File: src/rtl/mix_vga_ramp_control.sv
// mix_vga_ramp_control: multi-channel slew-limited level -> thermometer encoder.
// Optional build macro MIX_VGA_INSTANT_EN: targets load directly, no ramp.

module mix_vga_ramp_lane #(
    parameter int LEVEL_W = 3,
    parameter int OUT_W   = 6,
    parameter int CUR_W   = 3
) (
    input  logic               clk,
    input  logic               rst,
    input  logic               load,
    input  logic               step,
    input  logic [LEVEL_W-1:0] level,
    output logic [OUT_W-1:0]   therm,
    output logic               match,
    output logic               settle
);
    localparam int CMP_W = (LEVEL_W > CUR_W) ? LEVEL_W : CUR_W;

    logic [CMP_W-1:0] lvl_ext;
    logic [CUR_W-1:0] tgt_c;
    logic [CUR_W-1:0] cur;
    logic [CUR_W-1:0] cur_nxt;
    logic [OUT_W-1:0] therm_nxt;

    always_comb begin
        lvl_ext = CMP_W'(level);
        tgt_c   = (lvl_ext > CMP_W'(OUT_W)) ? CUR_W'(OUT_W) : CUR_W'(lvl_ext);
    end

    assign match = (tgt_c == cur);

`ifdef MIX_VGA_INSTANT_EN
    logic unused_step;
    assign unused_step = step;
    assign settle      = 1'b1;

    always_comb begin
        cur_nxt = load ? tgt_c : cur;
    end
`else
    logic [CUR_W-1:0] tgt;

    always_ff @(posedge clk or negedge rst) begin
        if (!rst)      tgt <= '0;
        else if (load) tgt <= tgt_c;
    end

    // Load and step never coincide: load only happens in IDLE, step only in RAMP.
    always_comb begin
        cur_nxt = cur;
        if (step && (cur != tgt))
            cur_nxt = (tgt > cur) ? cur + CUR_W'(1) : cur - CUR_W'(1);
    end

    assign settle = (cur_nxt == tgt);
`endif

    always_comb begin
        therm_nxt = '0;
        for (int i = 0; i < OUT_W; i++)
            therm_nxt[i] = (i < int'(cur_nxt));
    end

    always_ff @(posedge clk or negedge rst) begin
        if (!rst) begin
            cur   <= '0;
            therm <= '0;
        end else begin
            cur   <= cur_nxt;
            therm <= therm_nxt;
        end
    end
endmodule

module mix_vga_ramp_control #(
    parameter int NUM_CH   = 2,
    parameter int LEVEL_W  = 3,
    parameter int OUT_W    = 6,
    parameter int STEP_DIV = 4
) (
    input  logic                      clk,
    input  logic                      rst,
    input  logic                      gnd,
    input  logic                      in_valid,
    output logic                      in_ready,
    input  logic [NUM_CH*LEVEL_W-1:0] level_in,
    output logic [NUM_CH*OUT_W-1:0]   therm_out,
    output logic                      busy,
    output logic                      done
);
    localparam int CUR_W = $clog2(OUT_W + 1);

    typedef enum logic [1:0] {IDLE, RAMP, DONE} state_t;

    state_t                           state_q, state_d;
    logic                             accept;
    logic                             step;
    logic [NUM_CH-1:0]                match;
    logic [NUM_CH-1:0]                settle;
    logic [NUM_CH-1:0][LEVEL_W-1:0]   lvl;
    logic [NUM_CH-1:0][OUT_W-1:0]     therm;

    logic unused_gnd;
    assign unused_gnd = gnd;

    assign lvl       = level_in;
    assign therm_out = therm;

    for (genvar c = 0; c < NUM_CH; c++) begin : g_lane
        mix_vga_ramp_lane #(
            .LEVEL_W (LEVEL_W),
            .OUT_W   (OUT_W),
            .CUR_W   (CUR_W)
        ) u_lane (
            .clk    (clk),
            .rst    (rst),
            .load   (accept),
            .step   (step),
            .level  (lvl[c]),
            .therm  (therm[c]),
            .match  (match[c]),
            .settle (settle[c])
        );
    end

`ifdef MIX_VGA_INSTANT_EN
    logic unused_sts;
    assign unused_sts = ^{match, settle};
`else
    localparam int              DIV_W    = (STEP_DIV > 1) ? $clog2(STEP_DIV) : 1;
    localparam logic [DIV_W-1:0] DIV_LAST = DIV_W'(STEP_DIV - 1);

    logic [DIV_W-1:0] div_cnt;

    always_ff @(posedge clk or negedge rst) begin
        if (!rst)                div_cnt <= '0;
        else if (accept)         div_cnt <= '0;
        else if (state_q == RAMP) div_cnt <= (div_cnt == DIV_LAST) ? '0 : div_cnt + DIV_W'(1);
    end
`endif

    always_ff @(posedge clk or negedge rst) begin
        if (!rst) state_q <= IDLE;
        else      state_q <= state_d;
    end

    always_comb begin
        state_d  = state_q;
        in_ready = 1'b0;
        busy     = 1'b0;
        done     = 1'b0;
        accept   = 1'b0;
        step     = 1'b0;
        unique case (state_q)
            IDLE: begin
                in_ready = 1'b1;
                if (in_valid) begin
                    accept = 1'b1;
`ifdef MIX_VGA_INSTANT_EN
                    state_d = DONE;
`else
                    state_d = (&match) ? DONE : RAMP;
`endif
                end
            end
`ifndef MIX_VGA_INSTANT_EN
            RAMP: begin
                busy = 1'b1;
                step = (div_cnt == DIV_LAST);
                if (step && (&settle)) state_d = DONE;
            end
`endif
            DONE: begin
                done    = 1'b1;
                state_d = IDLE;
            end
            default: state_d = IDLE;
        endcase
    end
endmodule

File: config.mk
export PLATFORM = sky130hd
export DESIGN_NAME = mix_vga_ramp_control
export DESIGN_NICKNAME = d
export VERILOG_FILES = /design/src/rtl/mix_vga_ramp_control.sv
export SDC_FILE = /design/constraint.sdc
export NUM_CORES = 1
export LEC_CHECK = 0
export CAP_MARGIN = 0
export CORE_MARGIN = 4
export CORE_UTILIZATION = 52
export DETAILED_ROUTE_END_ITERATION = 8
export GPL_ROUTABILITY_DRIVEN = 0
export GPL_TIMING_DRIVEN = 0
export MAX_ROUTING_LAYER = met4
export PLACE_DENSITY_LB_ADDON = 0.25
export SYNTH_ARGS = -nofsm -noshare
export SYNTH_HDL_FRONTEND = slang
export SYNTH_SLANG_ARGS = --single-unit
File: constraint.sdc
create_clock -name clk -period 3.4 [get_ports clk]
set_clock_uncertainty 0.05 [all_clocks]
set_input_delay 0.68 -clock clk [delete_from_list [all_inputs] [get_ports clk]]
set_output_delay 0.68 -clock clk [all_outputs]
set_load 0.01 [all_outputs]
# ---- Word level (Yosys, flattened, before mapping)
# Cells that the tools add are included.
dict set report totals {
  regBits 28
  in_bits 10
  out_inout_bits 15
  elab_cells 67
}
dict set report op_classes {
  n_addsub 5
  order_cmp 16
  eq_ne 11
  mux 19
  n_reduce_logical 8
}
# cell n
set op_table {}
lappend op_table {{2-to-1 mux 3 bit} 6}
lappend op_table {{equality test 3 bit} 4}
lappend op_table {{less-than comparator 1 x 3 -> 1 bit, first input constant} 4}
lappend op_table {{less-than comparator 2 x 3 -> 1 bit, first input constant} 4}
lappend op_table {{less-than comparator 3 bit, first input constant} 4}
lappend op_table {{2-to-1 mux 2 bit} 6}
lappend op_table {{adder 3 x 1 -> 3 bit, second input constant} 2}
lappend op_table {{greater-than comparator 3 bit} 2}
lappend op_table {{greater-than comparator 3 bit, second input constant} 2}
lappend op_table {{2-to-1 mux 1 bit} 6}
lappend op_table {{!= test 3 bit} 2}
lappend op_table {{AND reduction 2 bit} 3}
lappend op_table {{subtractor 3 x 1 -> 3 bit, second input constant} 2}
lappend op_table {{equality test 2 bit, second input constant} 2}
lappend op_table {{one-hot mux 2 bit (2 select lines)} 1}
lappend op_table {{logical AND 1 bit} 3}
lappend op_table {{adder 2 x 1 -> 2 bit, second input constant} 1}
lappend op_table {{equality test 2 x 1 -> 1 bit, second input constant} 1}
lappend op_table {{logical NOT 2 bit} 1}
lappend op_table {{!= test 2 x 1 -> 1 bit, second input constant} 1}
lappend op_table {{!= test 2 bit, second input constant} 1}
lappend op_table {{nonzero test 2 bit} 1}

# ---- Logic depth before layout (Yosys ltp)
# Gate-level depths: netlist of the first run.
dict set report logic_depth {
  word_depth 9
  mapped_depth 13
  ltp_nobuf 13
}

# ---- By module
# Synthesis of the first run repeated with hierarchy kept, for this count alone.
dict set report hier_totals {
  hier_cells 132
  hier_area_um2 1461.4
}
# module instances cells_each area_each_um2 seq_area_each_um2
set modules_own_cells {}
lappend modules_own_cells {mix_vga_ramp_lane 2 56 621.8 275.3}
lappend modules_own_cells {mix_vga_ramp_control 1 20 217.7 100.1}

# ---- Least setup slack after synthesis of the first run
# No wires, ideal clock.
dict set report synth_timing {
  path_kind {flip-flop to flip-flop}
  from {register g_lane[1].u_lane.therm[3] (netlist name)}
  to {register state_q[0]}
  setup_time_ps 124
  arrival_ps 2430
  required_ps 3226
  slack_ps 796
  stages_incl_launch_ff 14
  path_buffers 0
  synth_period_minus_slack_ps 2604
  path_cell_list {dfrtp_1 inv_1 ha_1 nor2_1 a21oi_1 inv_1 nor2_1 fa_1 xnor2_1 nor4_1 o21ai_0 nor2_1 o211ai_1 a211o_1}
}
# item line
set synth_rtl {}
lappend synth_rtl {{end signal: assignment} 145} ;# else state_q <= state_d;
lappend synth_rtl {{end: declaration} 96} ;# state_t state_q, state_d;

==> flow_summary.ini, run 1 <==
[timing]
setup_violations = 0
slew_headroom = 0.254
finalCriticalPeriod_ps = 2930
sum_of_negative_setup_slack_ps = 0
unrepaired_setup_endpoints_after_global_routing = no
max_clock_freq_mhz = 342
finalWorstSetupSlack_ps = 473
transition_time_of_the_tightest_slew_check_pin_ps = 1120
finalHoldViolations = 0
layout_worst_path_cycle_share = 0.861
final_max_slew_violation_count = 0

[drt]
drt_wl_total_um = 2920
highest_layer = met4
vias_per_cell = 5.34
wl_met1_um = 1350
drtIter0Drc = 20
route.met3.wl_um = 137
remaining_drcs = 0
routed-via-count = 1063
route.met2.wl_um = 1410
drt-wirelength-per-cell_um = 14.7
drtAntennaViolNets = 0
detailedRoute.firstPassIterationCount = 4

[critical_path]
worst-r2r-setup-slack_ps = 470
setup.worst_path.start = g_lane[1].u_lane.therm[3]
wp_data_arrival_ps = 3100
cp-start-kind = flop
reg2reg_depth = 13
setup.worst_path.end_class = flop
regToRegEndpoint = state_q[0]
worst-endpoint-required_ps = 3570
setup.worst_path.class = reg -> reg
crit_fanout = 6
regToRegStartpoint = g_lane[1].u_lane.therm[3]

[outcome]
outcome = completed

[cts]
clock_tree.buffer_depth = 2
hold_buffers = 0
ctsResizeCount = 0
clock_sinks = 26
cts-buffers-inserted = 3
clock_tree.htree_level_count = 1
tritoncts = built
cts_setup_buffers = 0
clk_lat_worst_skew_ps = 320
cts_root_buf = sky130_fd_sc_hd__clkbuf_4
cts.reportedPaths.clkPinSlew_ps = 140

[cells_and_area]
fillers = 218
layout.cells.most_common = sky130_fd_sc_hd__dfrtp_1
multi_input_area_sq_um = 709
area_delta_synth_final_pct = 21.0
antenna_cells_inserted = 0
stdcell_count = 199
mostFrequentLayoutCells = 26 x sky130_fd_sc_hd__dfrtp_1, 23 x sky130_fd_sc_hd__clkdlybuf4s50_1, 16 x sky130_fd_sc_hd__inv_1
fin_nets = 189
share_of_post_route_cells_with_drive_strength_above_1 = 0.0888
final_core_utilization = 0.682
area.sequential_sq_um = 651

[hold_path]
hold_end = div_cnt[0]
number_of_cells_traversed_by_the_worst_hold_path = 1
hp-class = reg -> reg
hold_path.startpoint = div_cnt[0]

[logic_synthesis]
yosysSeqAreaShare = 0.450
synth_top_cell_area_share = 0.450
netlist.top_cell.by_area = sky130_fd_sc_hd__dfrtp_1
synth.net_count = 161
syn_avg_cell_area_sq_um = 10.2
synth_enable_flop_cells = 0
synth.distinct_cells = 31
synth_warnings = 0
synthFlopType = sky130_fd_sc_hd__dfrtp_1
synth-seq-cells = 26
syn-cell-area_sq_mm = 0.00145
synth_cells = 142
post_synth_main_area_contributors = sky130_fd_sc_hd__dfrtp_1 45%, sky130_fd_sc_hd__xnor2_1 6.7%, sky130_fd_sc_hd__ha_1 6.1%
async_flop_share = 1.00

[floorplanning]
die_width_um = 60.7
placementRows = 18
die_height_um = 60.7
placeableCoreArea_sq_mm = 0.00257
start_util = 0.563
top_level_ports = 25
full_die_area_sq_mm = 0.00369

[global_routing]
overflow = 0
grt_pass1_wl_um = 5090
grt_max_degree = 27
grt_util_all_layers = 0.194
grt_antenna_before_repair = 0
first_global_vias = 1071

[placement]
placed_cells_incl_taps = 195
dp_slack_ps = 538
dp_hpwl_um = 2240
portBuffers = 23

[power]
p_leak_nw = 0.813
p_per_area_mw_per_mm2 = 1190
power.ir.vdd_worst_mv = 0.736

[job]
max_cap_violations = 0
## state kept, by name, summed over array words and instances, names as in the netlist
| register | flops |
|---|---|
| div_cnt | 2 |
| g_lane.u_lane.cur | 4 |
| g_lane.u_lane.tgt | 6 |
| g_lane.u_lane.therm | 12 |
| state_q | 2 |
## synthesized netlist by cell type (all sizes together) (2+ instances only)
master,n
nand3,4
nand2b,4
nor2,11
and2,2
dfrtp,26
xnor2,11
o211ai,2
nor4,2
a21oi,6
xor2,8
mux2,6
buf,3
ha,7
and3,2
o21ai,5
a22o,2
nand2,14
fa,2
inv,16
## routing by layer
metal	up-vias	track usage
met4	0	0.0464
met3	2	0.0426
met5	-	-
met1	506	0.252
met2	33	0.310
li1	522	-
## power by group
group | total [mW] | leakage (nW) | internal, mW | switching [mW]
combinational | 1.34 | 0.487 | 0.633 | 0.706
clock | 0.154 | 0.0210 | 0.0655 | 0.0889
sequential | 0.586 | 0.304 | 0.464 | 0.122
## layout make-up
class                      instances  area share
inverter                          16      0.0343
timing repair buffer              23       0.132
tap                               30      0.0214
clock buffer                       4      0.0207
buffer                             3      0.0150
multi-input combinational         97       0.405
sequential                        26       0.372
## worst max-delay path: stages, from the launching register on
cell	delay (ps)
sky130_fd_sc_hd__dfrtp_1	470
sky130_fd_sc_hd__inv_1	120
sky130_fd_sc_hd__ha_1	310
sky130_fd_sc_hd__nor2_1	50
sky130_fd_sc_hd__a21oi_1	180
sky130_fd_sc_hd__inv_1	60
sky130_fd_sc_hd__nor2_1	130
sky130_fd_sc_hd__fa_1	460
sky130_fd_sc_hd__xnor2_1	150
sky130_fd_sc_hd__nor4_1	170
sky130_fd_sc_hd__o21ai_0	140
sky130_fd_sc_hd__nor2_1	110
sky130_fd_sc_hd__o211ai_1	120
sky130_fd_sc_hd__a211o_1	310
## worst max-delay path by stage
stage            endpoint  slack [ps]
2_1_floorplan  state_q[0]         800
3_3_place_gp   state_q[0]         610
3_5_place_dp   state_q[0]         540
4_1_cts        state_q[0]         490
5_1_grt        state_q[1]         250
6_report       state_q[0]         470
## per-stage QoR
stage | hold WS (ps) | cell area (sq um) | power, mW
after floorplan | 334 | 1450 | 1.54
after CTS | 460 | 1750 | 2.10
final | 460 | 1750 | 2.08
after global placement | 432 | 1710 | 1.86
after detailed placement | 439 | 1710 | 1.93
after global routing | 488 | 1750 | 2.31
## logic make-up (layout without fill, tap and decap cells)
| logic type | after synthesis | in the layout | share of synthesized area |
|---|---|---|---|
| AO/OA/AOI/OAI | 21 | 21 | 0.0943 |
| XOR/XNOR | 19 | 19 | 0.120 |
| adder cells (fa/ha/maj) | 9 | 9 | 0.0882 |
| buffers and inverters | 19 | 46 | 0.0597 |
| flip-flops | 26 | 26 | 0.450 |
| multiplexers | 6 | 6 | 0.0493 |
| AND/OR/NAND/NOR | 42 | 42 | 0.138 |
(Power assumes the default switching activity.)
==> run 2, diff against run 1 <==
Settings changed: GPL_ROUTABILITY_DRIVEN 0 to default.
==> results of run 2 <==
No change in the layout: final DEF, timing and power equal those of run 1.
